**config.mk**
```make
export PLATFORM = sky130hd
export DESIGN_NAME = alu_decoder_seq
export DESIGN_NICKNAME = d
export VERILOG_FILES = /design/src/rtl/alu_decoder_seq.sv
export SDC_FILE = /design/constraint.sdc
export NUM_CORES = 1
export LEC_CHECK = 0
export BUFFER_PORTS_ARGS = -buffer_cell sky130_fd_sc_hd__buf_2
export CAP_MARGIN = 20
export CORE_MARGIN = 10
export CORE_UTILIZATION = 25
export CTS_CLUSTER_SIZE = 8
export DETAILED_ROUTE_END_ITERATION = 10
export SYNTH_ARGS = -nofsm -noshare
export SYNTH_HDL_FRONTEND = slang
export SYNTH_SLANG_ARGS = --single-unit
```
**constraint.sdc**
```tcl
create_clock -name clk -period 3.8 [get_ports clk]
set_input_delay 0 -clock clk [delete_from_list [all_inputs] [get_ports clk]]
set_output_delay 0 -clock clk [all_outputs]
set_load 0.01 [all_outputs]
```
**src/rtl/alu_decoder_seq.sv**
```systemverilog
// RV32 ALU control decoder with RV32M recognition and an iterative mul/div step sequencer.
// Optional build macro MD_EARLY_OUT_EN: divide/remainder by zero skips the iteration phase.
module alu_decoder_seq #(
  parameter int CTRL_W    = 4,
  parameter int MD_CYCLES = 32,
  parameter int CNT_W     = 6
) (
  input  logic              clk,
  input  logic              rst_n,
  input  logic              flush,
  input  logic              in_valid,
  output logic              in_ready,
  input  logic [1:0]        alu_op,
  input  logic [2:0]        funct3,
  input  logic              funct7_5,
  input  logic              funct7_0,
  input  logic              op5,
  input  logic              md_zero,
  output logic              out_valid,
  input  logic              out_ready,
  output logic [CTRL_W-1:0] alu_ctrl,
  output logic              is_muldiv,
  output logic [2:0]        md_op,
  output logic              md_step,
  output logic              md_first,
  output logic              md_last,
  output logic              illegal
);

  localparam logic [3:0] C_ADD   = 4'b0000;
  localparam logic [3:0] C_SUB   = 4'b0001;
  localparam logic [3:0] C_AND   = 4'b0010;
  localparam logic [3:0] C_OR    = 4'b0011;
  localparam logic [3:0] C_XOR   = 4'b0100;
  localparam logic [3:0] C_SLT   = 4'b0101;
  localparam logic [3:0] C_SLTU  = 4'b0110;
  localparam logic [3:0] C_SLL   = 4'b0111;
  localparam logic [3:0] C_SRL   = 4'b1000;
  localparam logic [3:0] C_SRA   = 4'b1001;
  localparam logic [3:0] C_PASSB = 4'b1010;
  localparam logic [3:0] C_ILL   = 4'b1111;

  localparam logic [CNT_W-1:0] CNT_LAST = CNT_W'(MD_CYCLES - 1);

  typedef enum logic [1:0] {IDLE, MD_RUN, MD_DONE} state_t;

  state_t           state;
  logic [CNT_W-1:0] cnt;
  logic [3:0]       ctrl_q;
  logic [3:0]       ctrl_next;
  logic             is_m;
  logic             is_ill;
  logic             early;
  logic             accept;

  function automatic logic [3:0] decode_ctrl(input logic [1:0] aop, input logic [2:0] f3,
                                             input logic f75, input logic o5);
    logic [3:0] c;
    c = C_ADD;
    case (aop)
      2'b00: c = C_ADD;
      2'b01: c = C_SUB;
      2'b11: c = C_PASSB;
      default: begin
        case (f3)
          3'b000:  c = (o5 & f75) ? C_SUB : C_ADD;
          3'b001:  c = C_SLL;
          3'b010:  c = C_SLT;
          3'b011:  c = C_SLTU;
          3'b100:  c = C_XOR;
          3'b101:  c = f75 ? C_SRA : C_SRL;
          3'b110:  c = C_OR;
          default: c = C_AND;
        endcase
      end
    endcase
    return c;
  endfunction

  always_comb begin
    is_m      = (alu_op == 2'b10) & op5 & funct7_0 & ~funct7_5;
    is_ill    = (alu_op == 2'b10) & op5 & funct7_5 &
                (funct7_0 | ~((funct3 == 3'b000) | (funct3 == 3'b101)));
    ctrl_next = is_ill ? C_ILL : (is_m ? C_ADD : decode_ctrl(alu_op, funct3, funct7_5, op5));
  end

`ifdef MD_EARLY_OUT_EN
  assign early = funct3[2] & md_zero;
`else
  logic unused_md_zero;
  assign unused_md_zero = md_zero;
  assign early = 1'b0;
`endif

  assign in_ready = (state == IDLE) & (~out_valid | out_ready) & ~flush;
  assign accept   = in_valid & in_ready;

  // Step strobes depend only on state/counter so the datapath sees no input-driven glitches.
  assign md_step  = (state == MD_RUN);
  assign md_first = md_step & (cnt == '0);
  assign md_last  = md_step & (cnt == CNT_LAST);
  assign alu_ctrl = CTRL_W'(ctrl_q);

  always_ff @(posedge clk or negedge rst_n) begin
    if (!rst_n) begin
      state     <= IDLE;
      cnt       <= '0;
      out_valid <= 1'b0;
      ctrl_q    <= C_ADD;
      is_muldiv <= 1'b0;
      md_op     <= 3'b000;
      illegal   <= 1'b0;
    end else if (flush) begin
      state     <= IDLE;
      cnt       <= '0;
      out_valid <= 1'b0;
    end else begin
      case (state)
        IDLE: begin
          if (out_valid & out_ready) out_valid <= 1'b0;
          if (accept) begin
            ctrl_q    <= ctrl_next;
            illegal   <= is_ill;
            is_muldiv <= is_m;
            md_op     <= is_m ? funct3 : 3'b000;
            if (is_m & ~early) begin
              state     <= MD_RUN;
              cnt       <= '0;
              out_valid <= 1'b0;
            end else if (is_m) begin
              state     <= MD_DONE;
              out_valid <= 1'b1;
            end else begin
              out_valid <= 1'b1;
            end
          end
        end
        MD_RUN: begin
          cnt <= cnt + 1'b1;
          if (cnt == CNT_LAST) begin
            state     <= MD_DONE;
            cnt       <= '0;
            out_valid <= 1'b1;
          end
        end
        MD_DONE: begin
          if (out_ready) begin
            state     <= IDLE;
            out_valid <= 1'b0;
          end
        end
        default: state <= IDLE;
      endcase
    end
  end

endmodule

```
# Word level (Yosys, flattened, before mapping)
# Cells that the tools add are included.
[op_classes] n_addsub=1 mul=0 div=0 order_cmp=0 n_eq_ne=17 n_shift=0 muxes=25 n_bitwise=19 n_reduce_logical=10
[ops] op="4-bit one-hot mux with 7 select lines" count=1
[ops] op="6-bit two-way mux" count=4
[ops] op="1-bit bitwise AND" count=12
[ops] op="4-bit one-hot mux with 3 select lines" count=1
[ops] op="6-bit one-hot mux with 2 select lines" count=1
[ops] op="2-bit two-way mux" count=5
[ops] op="3-bit equality test, second input constant" count=3
[ops] op="3-bit != test, second input constant" count=3
[ops] op="1-bit two-way mux" count=8
[ops] op="4-bit two-way mux" count=2
[ops] op="4-bit AND reduction" count=2
[ops] op="6-bit by 1-bit adder with 6-bit output, second input constant" count=1
[ops] op="2-bit equality test, second input constant" count=3
[ops] op="3-bit by 2-bit equality test with 1-bit output, second input constant" count=2
[ops] op="6-bit by 5-bit equality test with 1-bit output, second input constant" count=1
[ops] op="6-bit zero test" count=1
[ops] op="2-bit one-hot mux with 3 select lines" count=1
[ops] op="3-bit AND reduction" count=2
[ops] op="2-bit by 1-bit equality test with 1-bit output, second input constant" count=2
[ops] op="2-bit zero test" count=2
[ops] op="4-bit by 3-bit != test with 1-bit output, second input constant" count=1
[ops] op="1-bit inverter" count=4
[ops] op="4-bit nonzero test" count=1
[ops] op="3-bit by 1-bit equality test with 1-bit output, second input constant" count=1
[ops] op="6 further kinds" count=8
[totals] regBits=18 latchBits=0 ram_bits=0 romBits=0 inputBits=14 output_inout_bits=14 word_cells=79 n_memories=0

# Longest topological paths before layout
# Gate-level depths: netlist of run 1.
[logic_depth] ltp_word=8 depth_mapped=7 ltp_nobuf=7

# Least setup slack after synthesis of run 1
# No wires, ideal clock.
[synth_timing] kind="register to register" startpoint="register state[0]" endpoint="register cnt[4]" t_arrival_ps=1742 required_ps=3718 setup_slack_ps=1976 stages_incl_launch_ff=8 n_path_buf=0 period_less_slack_ps=1824 cell_sequence="dfrtp_1 > inv_1 > ha_1 > nor2b_4 > nand3b_4 > o21ai_1 > or4b_1 > a31oi_1"
[synth_between] elab_chain_cells=6
[synth_lines] item="start: declaration" line_no="47" source="state_t state;"
[synth_lines] item="start signal: assignment" line_no="106" source="state <= IDLE;"
[synth_lines] item="start signal: assignment" line_no="114" source="state <= IDLE;"
[synth_lines] item="start signal: assignment" line_no="127" source="state <= MD_RUN;"
[synth_lines] item="2-bit zero test" line_no="95, 118"
[synth_lines] item="1-bit bitwise AND (2 in a row)" line_no="95" source="assign in_ready = (state == IDLE) & (~out_valid | out_ready) & ~flush;"
[synth_lines] item="1-bit bitwise AND" line_no="96" source="assign accept = in_valid & in_ready;"
[synth_lines] item="3-bit != test (no source line)"
[synth_lines] item="3-bit AND reduction (no source line)"
[synth_lines] item="end signal: assignment" line_no="139" source="cnt <= cnt + 1'b1;"
[synth_lines] item="end: declaration" line_no="48" source="logic [CNT_W-1:0] cnt;"
# Several ways; a longest one is shown, not always the timed one.
# A chain may end at the register's enable or synchronous reset.

# Final worst setup path of run 1
# Same ends and word-level chain as after synthesis.

==> impl_metrics.csv, run 1 <==
group,metric,value,unit
finish,final_common_cell,"buf_2",
finish,drive_gt1_share,23.7,%
place,port_buffers,26,
sta,fin_crit,2.13,ns
yosys,yosys_warnings,0,
floorplanning,io_pins,28,
clock_network,post_cts_buffers,0,
power,swShare,25.5,%
clock_network,tritoncts,"done",
flow_run,cap_viol_max_count,0,
drt,wirelength,2920,µm
sta,slew_viol_final,0,
floorplanning,core-area,0.00444,mm²
sta,tns,0,ns
clock_network,cts_num_sinks,18,
yosys,synthCells,124,
drt,vias,1026,
clock_network,cts_root_buf,"clkbuf_8",
drt,drt_iter0_markers,21,
finish,multi_input_area,676,µm²
yosys,avgSynthCellArea,9.44,µm²
power,ir_drop,0.000126,V
sta,clock.fmax,469,MHz
yosys,syn_nets,143,
clock_network,path_clk_slew,0.07,ns
floorplanning,placementRows,24,
finish,nets,172,
clock_network,cts-htree-levels,1,
drt,first_pass_iters,4,
clock_network,numCtsBuffers,3,
clock_network,cts_buffer_depth,2,
floorplanning,die_w,88.4,µm
sta,whs,0.0527,ns
worst_setup_path,cp-end-kind,"register",
finish,fill_cells,474,
worst_setup_path,crit_chain,"inv_1 -> ha_1 -> nor2b_4 -> nand3b_4 -> o21ai_1 -> or4b_1 -> a31oi_1",
clock_network,worst_skew_pair.late_latency,0.25,ns
finish,area_delta_synth_final,20.9,%
finish,n_antenna_cell,0,
global_route,grt_pass1_wl,5010,µm
worst_setup_path,regToRegSetupSlack,1.67,ns
drt,ant_nets,0,
sta,post-route-period-util,56.1,%
finish,final_area,0.00142,mm²
global_route,grt_pass1_vias,1067,
worst_setup_path,critical_path_arrival,2.31,ns
drt,drt-vias-per-instance,5.03,
floorplanning,die_area,0.00782,mm²
power,p_per_area,302,mW/mm²
worst_setup_path,required,3.98,ns
yosys,ys_seq_elements,18,
sta,worst_pin_slew,0.479,ns
clock_network,cts_resized,0,
sta,finalHoldViolations,0,
sta,clock_skew,0.00226,ns
global_route,grt_max_degree,19,
floorplanning,fp.dieH,88.4,µm
place,place_congestion,0.819,
power,leakagePower,0.718,nW
yosys,ys_types,39,
power,p_clk_share,37.0,%
power,p_total,0.428,mW
yosys,async_flop_share,100,%
sta,rsz0062_at_grt,"false",
drt,drc,0,
worst_setup_path,cp-start-kind,"register",
place,placed_cell_area,0.00135,mm²
power,seq_power_share,47.7,%
finish,most-common-layout-cells,"26 x buf_2, 18 x dfrtp_1, 11 x nor2_1",
yosys,netlist_area,0.00117,mm²
worst_setup_path,path_class,"register to register",
power,p_int,0.319,mW
sta,relSlewSlack,67.7,%
finish,seq_area,450,µm²
global_route,grt_usage,7.89,%
clock_network,ctsHoldBuffers,1,
global_route,grt_overflow,0,
worst_hold_path,hold_class,"input pin to register",
worst_setup_path,crit_path_top_delay_cell,"or4b_1",
yosys,yosysSeqAreaShare,38.5,%
run_status,status,"finished clean",
power,p_sw,0.109,mW
yosys,dominantRegCellSynth,"dfrtp_1",
yosys,synth_edf_count,0,
floorplanning,initial_core_util,26.4,%
drt,routedWlPerCell,14.3,µm
worst_setup_path,cpPeakStageDelay,0.45,ns
power,p_comb_share,15.3,%
place,dp_hpwl,2300,µm
global_route,antenna_found_initial,0,
sta,setup_viol,0,
worst_setup_path,crit_fanout,17,
==> flip-flops by register name, summed over array words and instances, names as in the netlist <==
register,flops
out_valid,1
md_op,3
is_muldiv,1
alu_ctrl,4
state,2
illegal,1
cnt,6
==> through the flow <==
| step | setup WS [ns] | utilization [%] | cells |
|---|---|---|---|
| floorplan | 1.98 | - | 124 |
| global placement | 1.69 | 30.4 | 199 |
| detailed placement | 1.68 | 30.4 | 199 |
| CTS | 1.67 | 31.9 | 204 |
| global route | 1.44 | 31.9 | 204 |
| finish | 1.67 | 31.9 | 204 |
==> cells by family (layout without fill, tap and decap cells) <==
kind of cell             after synthesis  in the layout  synth area share [%]
flip-flops                            18             18                  38.5
AND/OR/NAND/NOR                       51             51                  26.9
buffers and inverters                 11             39                  3.85
adder cells (fa/ha/maj)                5              5                  5.34
AO/OA/AOI/OAI                         37             37                  23.9
XOR/XNOR                               2              2                  1.50
==> power groups by stage <==
stage               clock (mW)  sequential, mW  combinational [mW]
global placement             0           0.208              0.0653
CTS                      0.164           0.205              0.0672
global route             0.175           0.205              0.0746
floorplan                    0           0.211              0.0322
finish                   0.159           0.204              0.0654
detailed placement           0           0.208              0.0664
==> Yosys cell counts (2+ instances only) <==
master	number	area [µm²]
a211o_1	4	35.0
nand2b_1	5	31.3
a22o_1	4	35.0
nand3_1	4	20.0
and3b_1	2	17.5
nor4_1	2	12.5
ha_1	5	62.6
clkbuf_1	2	7.51
nor2_1	11	41.3
xor2_1	2	17.5
and3_1	2	12.5
dfrtp_1	18	450
or4b_1	2	20.0
a31oi_1	3	18.8
o31a_1	2	17.5
nor3_1	5	25.0
nand2_1	7	26.3
a21oi_1	2	10.0
o21ai_0	9	45.0
nor2b_1	4	25.0
o31ai_1	3	22.5
a21o_1	2	15.0
inv_1	8	30.0
==> area by class of cell <==
| type | instances | share of cell area (%) |
|---|---|---|
| inverter | 8 | 2.12 |
| timing repair buffer | 27 | 9.89 |
| sequential | 18 | 31.8 |
| clock buffer | 4 | 3.89 |
| multi-input combinational | 95 | 47.7 |
| tap | 52 | 4.59 |
==> metal layers <==
metal / part of all wire, % / vias to the layer above / wire length (µm) / global-route usage, %
met4: 0.27 / 0 / 8 / 1.91
met2: 42 / 25 / 1220 / 11.8
met5: 0 / - / 0 / 0
met3: 6.6 / 2 / 193 / 2.76
li1: - / 513 / - / -
met1: 51 / 486 / 1500 / 10.6
==> final timing paths <==
kind                              from     endpoint  cells after the start
hold / removal               funct3[1]     md_op[1]                      2
max in group asynchronous        rst_n     md_op[1]                      2
setup / recovery              state[0]       cnt[4]                      7
min in group asynchronous        rst_n       cnt[5]                      2
hold reg to reg            alu_ctrl[1]  alu_ctrl[1]                      2
setup reg to reg              state[0]       cnt[4]                      7
==> worst max-delay path: cells and delay by family (launching register included) <==
kind / cells / cell delay (ns)
buffers and inverters: 1 / 0.09
and+or+nand+nor: 3 / 0.88
adders and majority gates: 1 / 0.26
DFF: 1 / 0.40
AOI/OAI and AO/OA: 2 / 0.43
Power figures use the tool's default switching activity.
==> run 2, diff against run 1 <==
--- a/config.mk
+++ b/config.mk
@@ -5,6 +5,7 @@
 export SDC_FILE = /design/constraint.sdc
 export NUM_CORES = 1
 export LEC_CHECK = 0
+export ABC_AREA = 1
 export BUFFER_PORTS_ARGS = -buffer_cell sky130_fd_sc_hd__buf_2
 export CAP_MARGIN = 20
 export CORE_MARGIN = 10
==> constraint.sdc (replaced) <==
create_clock -name clk -period 1.7 [get_ports clk]
set_input_delay 0 -clock clk [delete_from_list [all_inputs] [get_ports clk]]
set_output_delay 0 -clock clk [all_outputs]
set_load 0.01 [all_outputs]
==> run 2 against run 1 <==
  * Critical path type unchanged
  * Clock power up 120%
  * Routed wire length up 5.2%
  * Worst setup slack worse by 1.5 ns
  * Utilization down 0.46 points
  * Die area grew 9.1%
  * Maximum frequency is 41% higher
==> impl_metrics.csv, run 2 <==
group,metric,value,unit
clock_network,cts_num_sinks,18,
floorplanning,placementRows,26,
worst_setup_path,critPathTopFamily,"flip-flops",
drt,wirelength,3070,µm
global_route,grt_overflow,0,
place,port_buffers,26,
worst_setup_path,cp-end-kind,"register",
power,p_per_area,1150,mW/mm²
sta,finalHoldViolations,0,
clock_network,numCtsBuffers,3,
yosys,syn_nets,199,
worst_setup_path,cpPeakStageDelay,0.38,ns
drt,drt_iter0_markers,56,
sta,fin_crit,1.52,ns
floorplanning,initial_core_util,25.6,%
finish,area_delta_synth_final,22.4,%
global_route,grt_pass1_vias,1173,
yosys,synth_top_area_share,34.4,%
finish,drive_gt1_share,32.1,%
power,ir_drop,0.000460,V
clock_network,path_clk_slew,0.08,ns
yosys,synth.most_common_cell,"nand2_1",
yosys,ys_types,24,
floorplanning,die_area,0.00854,mm²
yosys,synthCells,180,
sta,clock_skew,0.00851,ns
yosys,yosys_warnings,0,
finish,final_common_cell,"nand2_1",
global_route,antenna_found_initial,0,
clock_network,cts-htree-levels,1,
yosys,dominantRegCellSynth,"dfrtp_1",
sta,relSlewSlack,71.2,%
finish,most-common-layout-cells,"48 x nand2_1, 26 x buf_2, 22 x inv_1",
finish,fin_cells,282,
worst_setup_path,path_class,"register to register",
yosys,ys_top_cells_by_area,"dfrtp_1 34%, nand2_1 14%, inv_1 6.3%, nand3_1 6.1%, ha_1 4.8%",
sta,tns,0,ns
floorplanning,core-area,0.00511,mm²
worst_setup_path,crit_top_cell,"nand2_1",
clock_network,cts_root_buf,"clkbuf_8",
global_route,grt_usage,7.48,%
global_route,grt_max_degree,19,
clock_network,worst_skew_pair.late_latency,0.25,ns
yosys,netlist_area,0.00131,mm²
yosys,synth_top_area_cell,"dfrtp_1",
floorplanning,io_pins,28,
drt,first_pass_iters,4,
yosys,synth_edf_count,0,
power,leakagePower,0.893,nW
finish,largest-register,"cnt",
run_status,status,"finished clean",
floorplanning,fp.dieH,92.4,µm
clock_network,post_cts_buffers,0,
worst_hold_path,hold_class,"input pin to register",
place,place_congestion,0.811,
finish,largest_register_ffs,6,
sta,setup_viol,0,
worst_setup_path,cp.buffers_inverters,3,
worst_setup_path,critical_path_arrival,1.67,ns
finish,final_core_util,31.4,%
worst_setup_path,cp-start-kind,"register",
clock_network,tritoncts,"done",
worst_setup_path,crit_fanout,7,
flow_run,cap_viol_max_count,0,
sta,slew_viol_final,0,
floorplanning,die_w,92.4,µm
place,dp_hpwl,2480,µm
worst_setup_path,crit_chain,"inv_1 -> ha_1 -> inv_2 -> nor2_1 -> buf_4 -> a21boi_2 -> nand2_1 -> nand2_1 -> nand2_1",
drt,routedWlPerCell,10.9,µm
drt,ant_nets,0,
place,dp.cells,277,
sta,worst_pin_slew,0.432,ns
drt,drt-vias-per-instance,4.19,
drt,drc,0,
finish,n_antenna_cell,0,
drt,vias,1181,
yosys,yosysSeqAreaShare,34.4,%
global_route,grt_pass1_wl,5340,µm
yosys,avgSynthCellArea,7.28,µm²
yosys,async_flop_share,100,%
worst_setup_path,crit_path_top_delay_cell,"dfrtp_1",
finish,nets,232,
sta,clock.fmax,659,MHz
yosys,ys_seq_elements,18,
yosys,synth_commonest_cells,"48 x nand2_1, 22 x inv_1, 18 x dfrtp_1",
sta,post-route-period-util,89.3,%
worst_setup_path,required,1.85,ns
clock_network,cts_buffer_depth,2,
sta,rsz0062_at_grt,"false",
==> run 2: repair_timing <==
action                                 in CTS  in global routing
hold buffers                                1                  0
endpoints found under the hold margin      18                  0
gates resized for setup                     0                  2
setup endpoints to repair                   0                  3
==> run 2: worst min-delay path, delay by kind of cell <==
kind                   cells  cell delay, ns
and+or+nand+nor            3            0.15
buffers and inverters      1            0.17
==> run 2: final cells by class <==
| class | count | area [µm²] |
|---|---|---|
| tap | 70 | 87.6 |
| fill | 576 | 3500 |
| timing repair buffer | 29 | 155 |
| clock buffer | 4 | 55.1 |
| inverter | 28 | 108 |
| multi-input combinational | 133 | 748 |
| sequential | 18 | 450 |
==> run 2: logic make-up (layout without fill, tap and decap cells) <==
family,after synthesis,after routing,share of synthesized area [%]
AO/OA/AOI/OAI,19,19,9.45
adder cells (fa/ha/maj),5,5,4.78
buffers and inverters,29,61,9.07
flip-flops,18,18,34.4
AND/OR/NAND/NOR,109,109,42.3
==> run 2: final timing paths <==
path | slack (ns) | endpoint | cells after the start | from
worst max-delay path | 0.18 | state[1] | 9 | state[1]
worst min-delay path | 0.1 | cnt[3] | 4 | flush
worst max register to register | 0.18 | state[1] | 9 | state[1]
worst min register to register | 0.47 | is_muldiv | 2 | is_muldiv
max in group asynchronous | 1.16 | is_muldiv | 2 | rst_n
min in group asynchronous | 0.23 | cnt[4] | 2 | rst_n
==> run 2: metrics by stage <==
stage                     area (µm²)  hold WS [ns]  setup WS, ns  power (mW)
after floorplan                 1310        -0.296         0.241        1.25
after global placement          1530       -0.0374         0.157        1.48
after global routing            1600         0.116        0.0175        2.03
final                           1600        0.0989         0.182        1.84
after CTS                       1600        0.0952         0.120        1.85
after detailed placement        1530       -0.0356         0.134        1.48
==> run 2: routing by layer <==
metal	GRT usage [%]	up-vias	share of wire, %
met5	0	-	0
met3	1.61	2	3.4
met2	11.5	18	43
met4	3.08	0	1.2
met1	9.92	527	52
li1	-	634	-
==> run 2: power breakdown <==
group | internal (mW) | leakage [nW] | switching (mW)
logic | 0.336 | 0.620 | 0.558
registers | 0.521 | 0.244 | 0.0696
clock network | 0.206 | 0.0288 | 0.147
==> run 3, diff against run 2 <==
--- a/config.mk
+++ b/config.mk
@@ -12,6 +12,7 @@
 export CORE_UTILIZATION = 25
 export CTS_CLUSTER_SIZE = 8
 export DETAILED_ROUTE_END_ITERATION = 10
+export PLACE_DENSITY = 0.48
 export SYNTH_ARGS = -nofsm -noshare
 export SYNTH_HDL_FRONTEND = slang
 export SYNTH_SLANG_ARGS = --single-unit
==> run 3 against run 2 <==
  * Routed wire length increased by 1.7%
  * Die area unchanged
  * Cell count increased by 0.35%
  * Sequential cell count unchanged
  * Clock skew decreased by 0.0072 ns
  * Power increased by 0.51%
  * Utilization about the same
  * Sequential share of layout area about the same
  * Hold slack got worse by 0.0081 ns
  * Worst setup slack improved by 0.0045 ns
  * Global-route usage increased by 0.15 points
  * Non-clock buffer count increased by 1
  * Largest cell class unchanged
  * Largest power group unchanged
  * Highest routed layer unchanged
==> impl_metrics.csv, run 3 (synthesis results as in run 2) <==
group,metric,value,unit
run_status,status,"finished clean",
power,seq_power_share,32.0,%
drt,top_layer_used,"met4",
clock_network,cts_num_sinks,18,
finish,n_antenna_cell,0,
finish,final_core_util,31.5,%
place,place_congestion,0.779,
worst_setup_path,crit_fanout,10,
finish,final_area,0.00161,mm²
worst_hold_path,hold_class,"input pin to register",
drt,drt-vias-per-instance,4.17,
worst_setup_path,regToRegSetupSlack,0.19,ns
sta,post-route-period-util,89.0,%
finish,largest_register_ffs,6,
sta,setup_viol,0,
global_route,grt_max_degree,19,
floorplanning,initial_core_util,25.6,%
clock_network,cts_buffer_depth,2,
finish,drive_gt1_share,32.4,%
drt,wirelength,3130,µm
sta,tns,0,ns
finish,fin_cells,283,
worst_setup_path,critPathTopFamily,"simple AND/OR/NAND/NOR gates",
sta,finalHoldViolations,0,
finish,most-common-layout-cells,"48 x nand2_1, 26 x buf_2, 22 x inv_1",
drt,drt_iter0_markers,27,
drt,m1WireLength,1580,µm
worst_setup_path,cpPeakStageDelay,0.40,ns
global_route,grt_pass1_vias,1153,
sta,fin_crit,1.51,ns
clock_network,numCtsBuffers,3,
floorplanning,die_area,0.00854,mm²
worst_setup_path,crit_path_top_delay_cell,"dfrtp_1",
clock_network,worst_skew_pair.late_latency,0.25,ns
worst_hold_path,hold_path_end,"md_op[0]",
power,swShare,42.0,%
floorplanning,core-area,0.00511,mm²
sta,worst_pin_slew,0.445,ns
finish,nets,233,
flow_run,cap_viol_max_count,0,
finish,fill_cells,584,
power,p_comb_share,48.7,%
drt,routedWlPerCell,11.0,µm
worst_setup_path,cp-start-kind,"register",
worst_setup_path,r2r-end,"alu_ctrl[0]",
worst_setup_path,worstRegToRegCells,11,
drt,vias,1181,
clock_network,path_clk_slew,0.07,ns
clock_network,tritoncts,"done",
global_route,grt_overflow,0,
place,placed_cell_area,0.00154,mm²
worst_setup_path,path_class,"register to register",
sta,relSlewSlack,70.3,%
place,port_buffers,26,
drt,dr_wl_met3,194,µm
drt,ant_nets,0,
global_route,antenna_found_initial,0,
power,p_int,1.07,mW
drt,drc,0,
worst_setup_path,required,1.85,ns
floorplanning,placementRows,26,
worst_hold_path,hold_start,"funct3[0]",
floorplanning,fp.dieH,92.4,µm
power,p_sw,0.776,mW
worst_setup_path,cp-end-kind,"register",
floorplanning,die_w,92.4,µm
sta,rsz0062_at_grt,"false",
floorplanning,io_pins,28,
power,p_per_area,1150,mW/mm²
power,ir_drop,0.000360,V
power,p_total,1.85,mW
power,leakagePower,0.896,nW
place,dp_hpwl,2560,µm
worst_setup_path,critical_path_arrival,1.66,ns
clock_network,cts-htree-levels,1,
global_route,grt_usage,7.63,%
worst_setup_path,timing.rr.start,"state[0]",
finish,area_delta_synth_final,22.6,%
worst_setup_path,cp.buffers_inverters,4,
power,p_clk_share,19.3,%
place,dp.cells,278,
finish,final_common_cell,"nand2_1",
global_route,grt_pass1_wl,5420,µm
sta,clock_skew,0.00135,ns
sta,clock.fmax,661,MHz
clock_network,cts_root_buf,"clkbuf_8",
worst_setup_path,crit_chain,"inv_1 -> ha_2 -> inv_2 -> nor2_4 -> nand2_4 -> inv_4 -> nand2_4 -> nand2_2 -> inv_1 -> a21oi_2 -> nand2_1",
worst_hold_path,holdPathStages,3,
finish,largest-register,"cnt",
sta,slew_viol_final,0,
drt,wl_met2,1330,µm
drt,first_pass_iters,4,
[run 3: cell count changes in the layout (fill, tap and decap cells not counted), sizes merged]
cell | previous run | this run
buf | 28 | 29
[run 3: worst max-delay path by stage]
stage	cells after the start	from	slack (ns)	to
after floorplan	11	state[0]	0.24	alu_ctrl[0]
after global placement	11	state[0]	0.17	state[0]
after detailed placement	11	state[0]	0.16	state[0]
after CTS	11	state[0]	0.14	state[1]
after global routing	11	state[0]	0.03	state[1]
final	11	state[0]	0.19	alu_ctrl[0]
[run 3: metal layers]
layer / global-route usage [%] / up-vias
li1: - / 638
met1: 10.1 / 519
met2: 11.4 / 22
met3: 2.58 / 2
met4: 2.31 / 0
met5: 0 / -
[run 3: worst min-delay path, stage by stage]
cell and delay, ns:
buf_2 0.13, inv_1 0.09, o21ai_0 0.09
[run 3: through the flow]
stage | hold slack (ns) | setup slack [ns]
finish | 0.0908 | 0.187
global route | 0.131 | 0.0253
CTS | 0.0858 | 0.143
detailed placement | -0.0250 | 0.156
global placement | -0.0261 | 0.167
floorplan | -0.296 | 0.241
[run 3: cell type report]
type                       instances  area, µm²  area share, %
multi-input combinational        133        743           46.3
tap                               70       87.6           5.45
sequential                        18        450           28.0
inverter                          28        108           6.70
clock buffer                       4       55.1           3.43
timing repair buffer              30        163           10.1
[run 3: repair_timing]
item / 4_1_cts / 5_1_grt
resized for setup: 0 / 1
setup buffers: 0 / 0
setup endpoints to repair: 0 / 3
endpoints found under the hold margin: 18 / 0
hold buffers: 1 / 0
[run 3: power by group through the flow]
stage / clock (mW) / sequential, mW / combinational [mW]
after floorplan: 0 / 0.618 / 0.631
after global placement: 0 / 0.599 / 0.902
after detailed placement: 0 / 0.600 / 0.903
after CTS: 0.382 / 0.592 / 0.908
after global routing: 0.401 / 0.608 / 1.03
final: 0.357 / 0.590 / 0.899
